**src/rtl/sfp_vec_rgb_packer.sv**
```systemverilog
// Clamp/quantize signed fixed-point colours to RGB888 and emit a raster stream.
// Two-stage valid/ready pipeline (S1 quantized bytes, S2 output) with x/y counters.
//
// Ports:
//   clk, rst (sync, active-high), clear (sync flush of pipeline and counters)
//   in_valid/in_ready/in_col    : colour input, {B,G,R} each IW+QW two's complement
//   out_valid/out_ready         : pixel output handshake
//   out_pixel                   : {R,G,B} bytes
//   out_sof/out_eol/out_eof     : raster flags of the presented pixel
module sfp_vec_rgb_packer #(
   parameter int IW     = 4,
   parameter int QW     = 12,
   parameter int WIDTH  = 640,
   parameter int HEIGHT = 480
) (
   input  logic                   clk,
   input  logic                   rst,
   input  logic                   clear,
   input  logic                   in_valid,
   output logic                   in_ready,
   input  logic [3*(IW+QW)-1:0]   in_col,
   output logic                   out_valid,
   input  logic                   out_ready,
   output logic [23:0]            out_pixel,
   output logic                   out_sof,
   output logic                   out_eol,
   output logic                   out_eof
);

   localparam int W  = IW + QW;
   localparam int XW = $clog2(WIDTH);
   localparam int YW = $clog2(HEIGHT);

   localparam logic [W:0]    RND    = (W+1)'(1) << (QW - 9);
   localparam logic [W:0]    SAT    = (W+1)'(255);
   localparam logic [XW-1:0] X_LAST = XW'(WIDTH - 1);
   localparam logic [YW-1:0] Y_LAST = YW'(HEIGHT - 1);

   generate
      if (QW < 9) begin : g_bad_qw
         $error("sfp_vec_rgb_packer: QW must be >= 9");
      end
      if (WIDTH < 2) begin : g_bad_w
         $error("sfp_vec_rgb_packer: WIDTH must be >= 2");
      end
      if (HEIGHT < 2) begin : g_bad_h
         $error("sfp_vec_rgb_packer: HEIGHT must be >= 2");
      end
   endgenerate

   // Round-half-up to 8 fraction bits; one extra bit keeps c + RND from overflowing.
   function automatic logic [7:0] f_quant(input logic [W-1:0] c);
      logic [W:0] t;
      t = ({1'b0, c} + RND) >> (QW - 8);
      if (c[W-1])
         f_quant = 8'd0;
      else if (t > SAT)
         f_quant = 8'hFF;
      else
         f_quant = t[7:0];
   endfunction

   logic          r_s1_v;
   logic [23:0]   r_s1_pix;
   logic          r_s2_v;
   logic [23:0]   r_s2_pix;
   logic [XW-1:0] r_x;
   logic [YW-1:0] r_y;

   logic          w_s2_adv;
   logic          w_s2_open;
   logic          w_s1_adv;
   logic          w_in_fire;
   logic [23:0]   w_q;

   assign w_q = {f_quant(in_col[W-1:0]),
                 f_quant(in_col[2*W-1:W]),
                 f_quant(in_col[3*W-1:2*W])};

   assign w_s2_adv  = r_s2_v & out_ready;
   assign w_s2_open = ~r_s2_v | w_s2_adv;
   assign w_s1_adv  = r_s1_v & w_s2_open;
   assign in_ready  = ~r_s1_v | w_s1_adv;
   assign w_in_fire = in_valid & in_ready;

   always_ff @(posedge clk) begin
      if (rst) begin
         r_s1_v   <= 1'b0;
         r_s1_pix <= '0;
         r_s2_v   <= 1'b0;
         r_s2_pix <= '0;
         r_x      <= '0;
         r_y      <= '0;
      end else if (clear) begin
         r_s1_v <= 1'b0;
         r_s2_v <= 1'b0;
         r_x    <= '0;
         r_y    <= '0;
      end else begin
         if (in_ready)
            r_s1_v <= in_valid;
         if (w_in_fire)
            r_s1_pix <= w_q;
         if (w_s2_open)
            r_s2_v <= r_s1_v;
         if (w_s1_adv)
            r_s2_pix <= r_s1_pix;
         if (w_s2_adv) begin
            if (r_x == X_LAST) begin
               r_x <= '0;
               r_y <= (r_y == Y_LAST) ? '0 : r_y + 1'b1;
            end else begin
               r_x <= r_x + 1'b1;
            end
         end
      end
   end

   // Flags come from the counters of the presented pixel, gated so idle reads 0.
   assign out_valid = r_s2_v;
   assign out_pixel = r_s2_pix;
   assign out_sof   = r_s2_v & (r_x == '0) & (r_y == '0);
   assign out_eol   = r_s2_v & (r_x == X_LAST);
   assign out_eof   = r_s2_v & (r_x == X_LAST) & (r_y == Y_LAST);

endmodule
```
**config.mk**
```make
export PLATFORM = sky130hd
export DESIGN_NAME = sfp_vec_rgb_packer
export DESIGN_NICKNAME = d
export VERILOG_FILES = /design/src/rtl/sfp_vec_rgb_packer.sv
export SDC_FILE = /design/constraint.sdc
export NUM_CORES = 1
export LEC_CHECK = 0
export ABC_AREA = 1
export CORE_UTILIZATION = 56
export CTS_BUF_LIST = sky130_fd_sc_hd__clkbuf_4 sky130_fd_sc_hd__clkbuf_8
export DETAILED_ROUTE_END_ITERATION = 7
export GPL_ROUTABILITY_DRIVEN = 0
export MAX_ROUTING_LAYER = met4
export PLACE_DENSITY = 0.95
export SYNTH_ARGS = -nofsm -noshare
export SYNTH_HDL_FRONTEND = slang
export SYNTH_SLANG_ARGS = --single-unit
```
**constraint.sdc**
```tcl
create_clock -name clk -period 4.1 [get_ports clk]
set_input_delay 1.025 -clock clk [delete_from_list [all_inputs] [get_ports clk]]
set_output_delay 1.025 -clock clk [all_outputs]
set_load 0.005 [all_outputs]
```
==> summary.md <==
| Metric | Value |
|---|---|
| Arr. time, crit path | between 2 and 2.5 ns |
| Critical path required time | about 3.1 ns |
| Relative slew slack | 50.89% |
| Sequential area share after synthesis | 40.04% |
| Core Util, Final | between 70% and 80% |
| Max Clk Rate | 300.9 MHz |
| FF+latch count, synth | 69 |
| DRC | 0 |
| Share of cells above drive strength 1 | under 10% |
| Setup Buffers After CTS | 0 |
| Setup violations, final | 0 |
| Worst r2r dst | r_s1_pix[4] |
| R2R Path Start | out_valid |
| Height of the die | slightly above 80 microns |
| Routed WL | about 8100 microns |
| Worst path max stage delay | ~0.47 ns |
| Yosys warnings | 0 |
| Largest net degree at the start of global routing | 28 |
| Element type at the critical path end | output port |
| # nets final | 633 |
| Outcome | complete, no violations |
| IO buf count | 72 |
| # diodes | 0 |
| Total negative slack | 0 ns |
| GRT overflow | 0 |
| Worst Max-Slew Pin Slew | 0.7358 ns |
| Worst reg-to-reg path cell count | 7 |
| Worst VDD drop | ~310 uV |
| Initial core utilization | 58.26% |
| FFs w/ async S/R, synth | 0% |
| Hold Path Depth | 2 |
| H-tree levels | 3 |
| Core area | around 5900 sq um |
| Slowest cell on crit path | clkdlybuf4s50_1 |
| Die ar. | ~6500 sq um |
| CP max FO | 3 |
| Layout area overhead | 28.29% |
| Wirelength per Cell | between 10 and 15 microns |
| MaxCap Viol Count | 0 |
| Cells along the critical path | clkdlybuf4s50_1 > nor2_1 > nand2_1 > clkdlybuf4s50_1 |
| Slew Limit Fails | 0 |
| Syn Inst Count | 499 |
| Leak | 1.775 nW |
| Mapped cell area | between 3000 and 4000 sq um |
| Final ANT Viol Nets | 0 |
| Vias per cell | 5.288 |
| CTS tree | yes |
| Drt first pass iters | 4 |
| CTS root buffer | clkbuf_8 |
| Detailed Place HPWL | 5854 microns |
| Startpoint types | input port |
| CP most frequent cell | clkdlybuf4s50_1 |
| Worst min path class | reg -> reg |
| Number of flops mapped to enable cells by yosys | 0 |
| Main synth FF type | dfxtp_1 |
| Sink Count | 69 |
| Post-CTS Resized | 0 |
| Syn_nets | 559 |
| Global Route Usage Sum | 26.72% |
| Inserted Clock Buffers | 9 |
| Via Count | 3,453 |
| CP bufs+invs | 2 |
| CP delay by family, top | buffers and inverters |
| Hold Vio Cnt, Final | 0 |
| Vias in the first global route | 3,201 |
| Antenna violations before repair | 0 |
| Cell variety after synth | 30 |
| Crit path kind | in -> out |
| FILL cells | 460 |
| Hold path endpoint | r_s1_pix[18] |
| Unrepaired setup endpoints after global routing | no |
| Pwr/cell area | 317.3 nW/um^2 |
| First DRT Iteration DRCs | ~190 |
| Post-Syn Area per Cell | 6.913 sq um |
| Hold-fix buffer count after cts | 0 |
| CTS Buffer Depth | 2 |
| Clock skew | about 0.007 ns |
| Final period util | 81.06% |
| Reg clk slew, reported paths | ~0.070 ns |
| Hold path start | r_s1_pix[18] |
| Clock latency on the worst-skew pair | 0.35 ns |
| Site Rows | 28 |
| Final min period | 3.323 ns |
| Die width | 80.49 microns |
| Global-route wire length before repair | 13,160 microns |
| Worst reg-to-reg setup slack | 2.26 ns |
| I/O Pins | 82 |
Yosys cell counts (2+ instances only):
cell,number,area [sq um]
a21oi_1,38,190.2
nor2_4,2,22.52
dfxtp_1,69,1381
nor2_1,88,330.3
nand2_2,2,12.51
o21ai_0,32,160.2
nor2_2,3,18.77
buf_2,2,10.01
nand3_1,36,180.2
clkbuf_1,9,33.78
o21ai_1,2,10.01
nand3b_1,2,15.01
ha_1,7,87.58
nor3_1,7,35.03
nand2_1,109,409.1
xnor2_1,8,70.07
nor3_2,2,20.02
xor2_1,15,131.4
inv_1,43,161.4
nor4_1,4,25.02
nand4_1,10,62.56
cells in the final DEF, fill, tap and decap left out, drive strengths merged, types with 2 or more instances in the layout:
cell,count
xor2,15
nand3b,2
nand2,112
clkbuf,9
nor4,5
nor3,10
buf,2
nor2,93
ha,7
nand3,37
clkdlybuf4s50,72
clkinv,5
xnor2,8
inv,44
o21ai,34
dfxtp,69
nand4,10
a21oi,38
layer usage:
metal | part of all wire [%] | wire length, microns | vias to the layer above | track usage (%)
li1 | - | - | 1776 | -
met1 | 42 | 3405 | 1580 | 27.48
met4 | 2.0 | 165 | 0 | 11.07
met2 | 51 | 4134 | 82 | 47.63
met3 | 4.5 | 363 | 15 | 7.386
met5 | 0 | 0 | - | -
layout make-up:
class / count / area [sq um] / share of cell area (%)
multi-input cells: 375 / 1859 / 42.01
repair buffers: 74 / 735.7 / 16.62
well taps: 75 / 93.84 / 2.120
flip-flops and latches: 69 / 1381 / 31.21
clock buffers: 9 / 123.9 / 2.799
clock inverters: 7 / 66.31 / 1.498
inverters: 44 / 165.2 / 3.732
kinds of logic (layout without fill, tap and decap cells):
kind of cell	after synthesis	after routing	share of synthesized area (%)
xor+xnor	23	23	5.840
compound gates	74	74	10.88
buf+inv	55	134	6.057
simple gates	271	271	34.64
fa+ha+maj	7	7	2.539
flops	69	69	40.04
power by group:
group | leakage, nW | switching [mW] | internal (mW)
Clock | 0.0987 | 0.258 | 0.277
Sequential | 0.560 | 0.0109 | 0.690
Combinational | 1.12 | 0.0839 | 0.0838
Total | 1.78 | 0.353 | 1.05
state kept, by name, indices dropped and copies added, names as in the netlist:
name / cells
out_pixel: 24
out_valid: 1
r_x: 10
r_y: 9
r_s1_pix: 24
r_s1_v: 1
worst max-delay path by stage:
stage          cells after the start      start  endpoint  slack (ns)
2_1_floorplan                      2  out_ready  in_ready        1.75
3_3_place_gp                       4  out_ready  in_ready        0.84
3_5_place_dp                       4  out_ready  in_ready        0.78
4_1_cts                            4  out_ready  in_ready        0.78
5_1_grt                            4  out_ready  in_ready        0.69
6_report                           4  out_ready  in_ready        0.78
through the flow:
step | power [mW] | hold WS (ns) | cells | setup WS [ns] | instance area, sq um
after global placement | 0.8755 | 0.4532 | 637 | 0.8359 | 4235
after floorplan | 0.7938 | 0.4449 | 499 | 1.750 | 3450
after global routing | 1.461 | 0.4869 | 653 | 0.6947 | 4425
after detailed placement | 0.8819 | 0.4571 | 637 | 0.7783 | 4235
final | 1.404 | 0.4663 | 653 | 0.7766 | 4425
after CTS | 1.406 | 0.4681 | 653 | 0.7762 | 4425
worst min-delay path, stage by stage, from the launching register on:
cell and delay (ns):
dfxtp_1 0.31, nand2_1 0.06, a21oi_1 0.05
No activity file was read; power rests on OpenSTA's default activity.
==> RTL edit 1: new RTL, same flow settings <==
Change the parameter `IW` from 4 to 8.
--- a/src/rtl/sfp_vec_rgb_packer.sv
+++ b/src/rtl/sfp_vec_rgb_packer.sv
@@ -8,7 +8,7 @@
 //   out_pixel                   : {R,G,B} bytes
 //   out_sof/out_eol/out_eof     : raster flags of the presented pixel
 module sfp_vec_rgb_packer #(
-   parameter int IW     = 4,
+   parameter int IW     = 8,
    parameter int QW     = 12,
    parameter int WIDTH  = 640,
    parameter int HEIGHT = 480
Interface: changed (resized in_col); port bits go from 82 to 94. The function was not compared with the original's and may differ.
==> RTL edit 1 against the original RTL <==
Count of clock-buffer cells in the layout increased by 2; synthesized area increased by 22%; sequential share of layout area decreased by 5.5 points; power increased by 9.4%; clock skew increased by 0.96 ps; cell area increased by 21%; utilization decreased by 0.78 points; sequential cell count unchanged; first-iteration DRC count increased by 9.1%; sequential power about the same; routed wire length increased by 27%; setup slack got worse by 22 ps; register-to-register slack got worse by 60 ps; critical path type unchanged.
==> RTL edit 1: results (changes against the original RTL) <==
status completed; DR vias 4511 (+31%); Resized Gates After CTS 0 (unchanged); first-pass GRT wire length 17000 um (+29%); Root Buffer clkbuf_8; r2r endpoint r_s1_pix[0]; CP Launch Point out_ready; DRT Wirelength 10200 um (+27%); H-Tree Level Count 3 (unchanged); Reg2Reg Setup Slack 2200 ps (-60 ps); Worst Skew 7.89 ps (+0.963 ps); DP Area 0.00515 sq mm (+22%); Slew @ Worst Pin 749 ps (+12.7 ps); layout cells sized above 1 8.22% (+2.7 points); largest net degree at the start of global routing 27 (-3.6%); hold_sp r_s1_pix[13]; Initial DRC Count 203 (+9.1%); post-DP HPWL 7770 um (+33%); Synth area leaders dfxtp_1 33%, nand2_1 14%, nor2_1 11%; PortBufs 84 (+17%); clock buffer depth 2 (unchanged); first drt pass iteration count 6 (+2); Seq/Total Area, Yosys 32.8% (-7.3 points); # diodes 0 (unchanged); post-synth cell types 33 (+10%); Crit path arrival time 2320 ps (+20 ps); vias in the first global route 4170 (+30%); Synth top cells by count 158 x nand2_1, 118 x nor2_1, 69 x dfxtp_1; Global Route Usage Sum 27.8% (+1.0 points); post-CTS setup buffers 0 (unchanged); worst vdd ir 0.000221 V (-29%); leakage power 2.20 nW (+24%); syn nets 723 (+29%); Nets 810 (+28%)
-- RTL edit 1: worst min-delay path by stage --
| stage | to | slack, ps | cells past startpoint |
|---|---|---|---|
| after CTS | r_s1_pix[13] | 470 | 2 |
| after global placement | r_s1_pix[14] | 450 | 2 |
| after global routing | r_s1_pix[23] | 480 | 2 |
| final | r_s1_pix[13] | 470 | 2 |
| after floorplan | r_s1_pix[11] | 440 | 2 |
| after detailed placement | r_s1_pix[13] | 460 | 2 |
-- RTL edit 1: area by class of cell --
class                      instances  area [sq um]
clock buffer                      11           145
fill                             559          1890
inverter                          68           255
tap                               99           124
multi-input combinational        503          2520
timing repair buffer              87           863
clock inverter                     4          72.6
sequential                        69          1380
-- RTL edit 1: power breakdown --
group	internal, mW	switching [mW]	leakage, nW
clock	0.362	0.248	0.109
sequential	0.690	0.0106	0.561
combinational	0.106	0.121	1.53
-- RTL edit 1: per-layer routing --
metal	wire length (um)	global-route usage (%)	up-vias	share of wire [%]
li1	-	-	2268	-
met4	147	11.6	0	1.4
met2	5120	47.8	146	50
met3	575	4.57	17	5.6
met5	0	-	-	0
met1	4370	31.9	2080	43
-- RTL edit 1: stage by stage --
stage | hold slack (ps) | cells | utilization, % | setup slack (ps)
finish | 466 | 841 | 74.0 | 755
global route | 481 | 841 | 74.0 | 691
CTS | 468 | 841 | 74.0 | 759
detailed placement | 457 | 826 | 71.0 | 764
global placement | 453 | 826 | 71.0 | 782
floorplan | 443 | 651 | - | 1760
-- RTL edit 1: logic make-up (layout without fill, tap and decap cells) --
kind of cell               count (synthesis)  after routing  synth area share (%)
AOI/OAI and AO/OA                         72             72                  8.76
xor gates and xnor gates                  27             27                  5.79
and+or+nand+nor                          397            397                  43.3
buffers and inverters                     79            170                  7.33
DFF                                       69             69                  32.8
adders and majority gates                  7              7                  2.08
-- RTL edit 1: critical path: cells and delay by family --
family | cells | cell delay [ps]
and+or+nand+nor | 2 | 370
buffers and inverters | 2 | 920
==> RTL edit 2: new RTL, same settings <==
Made on the original files. Reset style: asynchronous (`rst`), changed in one clocked block.
--- a/src/rtl/sfp_vec_rgb_packer.sv
+++ b/src/rtl/sfp_vec_rgb_packer.sv
@@ -83,7 +83,7 @@
    assign in_ready  = ~r_s1_v | w_s1_adv;
    assign w_in_fire = in_valid & in_ready;
 
-   always_ff @(posedge clk) begin
+   always_ff @(posedge clk or posedge rst) begin
       if (rst) begin
          r_s1_v   <= 1'b0;
          r_s1_pix <= '0;
Formal check against the unedited RTL: differs if rst is asserted again (counterexample within 4 cycles, from zero or initial values and one cycle with rst high); with rst held inactive, the same outputs for 4 cycles.
==> RTL edit 2 against the original RTL <==
Synthesized area up 13%; setup slack worse by 140 ps; sequential cell count unchanged; routed wire length up 4.3%; cell area up 11%; critical endpoint is now out_eof; critical path depth up 2.
Power is not compared: it rests on default switching activity, and its combinational part moved more than twofold at a synthesized area within 25%.
==> RTL edit 2: results (changes against the original RTL) <==
Initial DRC Count 247 (+33%); # diodes 0 (unchanged); Seq/Total Area, Yosys 44.4% (+4.4 points); Reg2Reg Setup Slack 2330 ps (+70 ps); vias in the first global route 3589 (+12%); asr flop ratio synth 100% (+100 points); status completed; top cell type's share of synthesized area 44.4% (+4.4 points); post-DP HPWL 6270 um (+7.2%); Synth area leaders dfrtp_1 44%, nand2_1 14%, mux2_2 7.0%; worst-path fanout max 7 (+4); DP Area 0.00468 sq mm (+11%); Reg2Reg Depth 7 (unchanged); Crit path arrival time 2440 ps (+140 ps); Slew @ Worst Pin 848 ps (+112 ps); layout cells sized above 1 13.7% (+8.2 points); syn nets 529 (-5.4%); Worst Skew 7.94 ps (+1.01 ps); largest net degree at the start of global routing 43 (+54%); clock latency on the worst-skew pair 350 ps (about the same); R2R Path Start out_valid; r2r endpoint r_s1_pix[11]; first-pass GRT wire length 14900 um (+13%); hold path endpoint r_s1_pix[10]; Global Route Usage Sum 26.7% (-0.035 points); vias per cell 5.45 (+3.0%); initial antenna violation count 0 (unchanged); Avg WL per Cell 13.3 um (+7.9%); Nets 609 (-3.8%); hold_sp r_s1_pix[10]
-- RTL edit 2: cell count changes after synthesis, moves of 9 or more --
cell and delta:
nor2_1 -60, o21ai_2 +9, nand2_1 +41, o21ai_0 -25
a21oi_1 -36, nand4_1 +23, dfrtp_1 +69, dfxtp_1 -69
mux2_2 +24
-- RTL edit 2: final cells by class --
cell class                 count  area, sq um
multi-input combinational    340         1910
sequential                    69         1730
fill                         470         1610
timing repair buffer          76          751
inverter                      53          199
clock buffer                   9          124
clock inverter                 7          114
tap                           77         96.3
-- RTL edit 2: power by group --
group	switching, mW	total (mW)	leakage (nW)	internal (mW)
registers	0.0622	0.848	0.888	0.786
logic	0.169	0.417	1.35	0.248
clock network	0.256	0.657	0.123	0.401
-- RTL edit 2: worst max path at each step --
stage               from      endpoint  slack [ps]  depth (start not counted)
3_5_place_dp   out_ready      in_ready         860                          4
6_report          r_y[0]       out_eof         630                          6
4_1_cts           r_y[0]       out_eof         650                          6
2_1_floorplan        rst  out_pixel[0]        1340                          1
5_1_grt           r_y[0]       out_eof         470                          6
3_3_place_gp   out_ready      in_ready         850                          4
-- RTL edit 2: worst max-delay path, cell delays in order (launching register included) --
cell and delay, ps:
dfrtp_1 410, ha_1 210, nand3_1 150, nor2_1 190, nand4_1 320, nor3_1 300, clkdlybuf4s50_1 530
-- RTL edit 2: logic make-up (layout without fill, tap and decap cells) --
group | Yosys count | after routing | share of synthesized area, %
compound gates | 24 | 24 | 4.41
xor+xnor | 20 | 20 | 4.51
fa+ha+maj | 7 | 7 | 2.25
buf+inv | 60 | 145 | 6.44
flops | 69 | 69 | 44.4
mux | 24 | 24 | 6.96
simple gates | 265 | 265 | 31.0
-- RTL edit 2: through the flow --
stage,std cells,worst slack [ps],hold slack (ps)
2_1_floorplan,469,1340,445
3_3_place_gp,615,850,458
3_5_place_dp,615,859,466
4_1_cts,631,650,484
5_1_grt,631,472,513
6_report,631,635,480
-- RTL edit 2: metal layers --
metal	wire length [um]	track usage [%]
met5	0	-
met4	123	12.0
met3	338	6.23
met2	4480	46.4
met1	3470	29.1
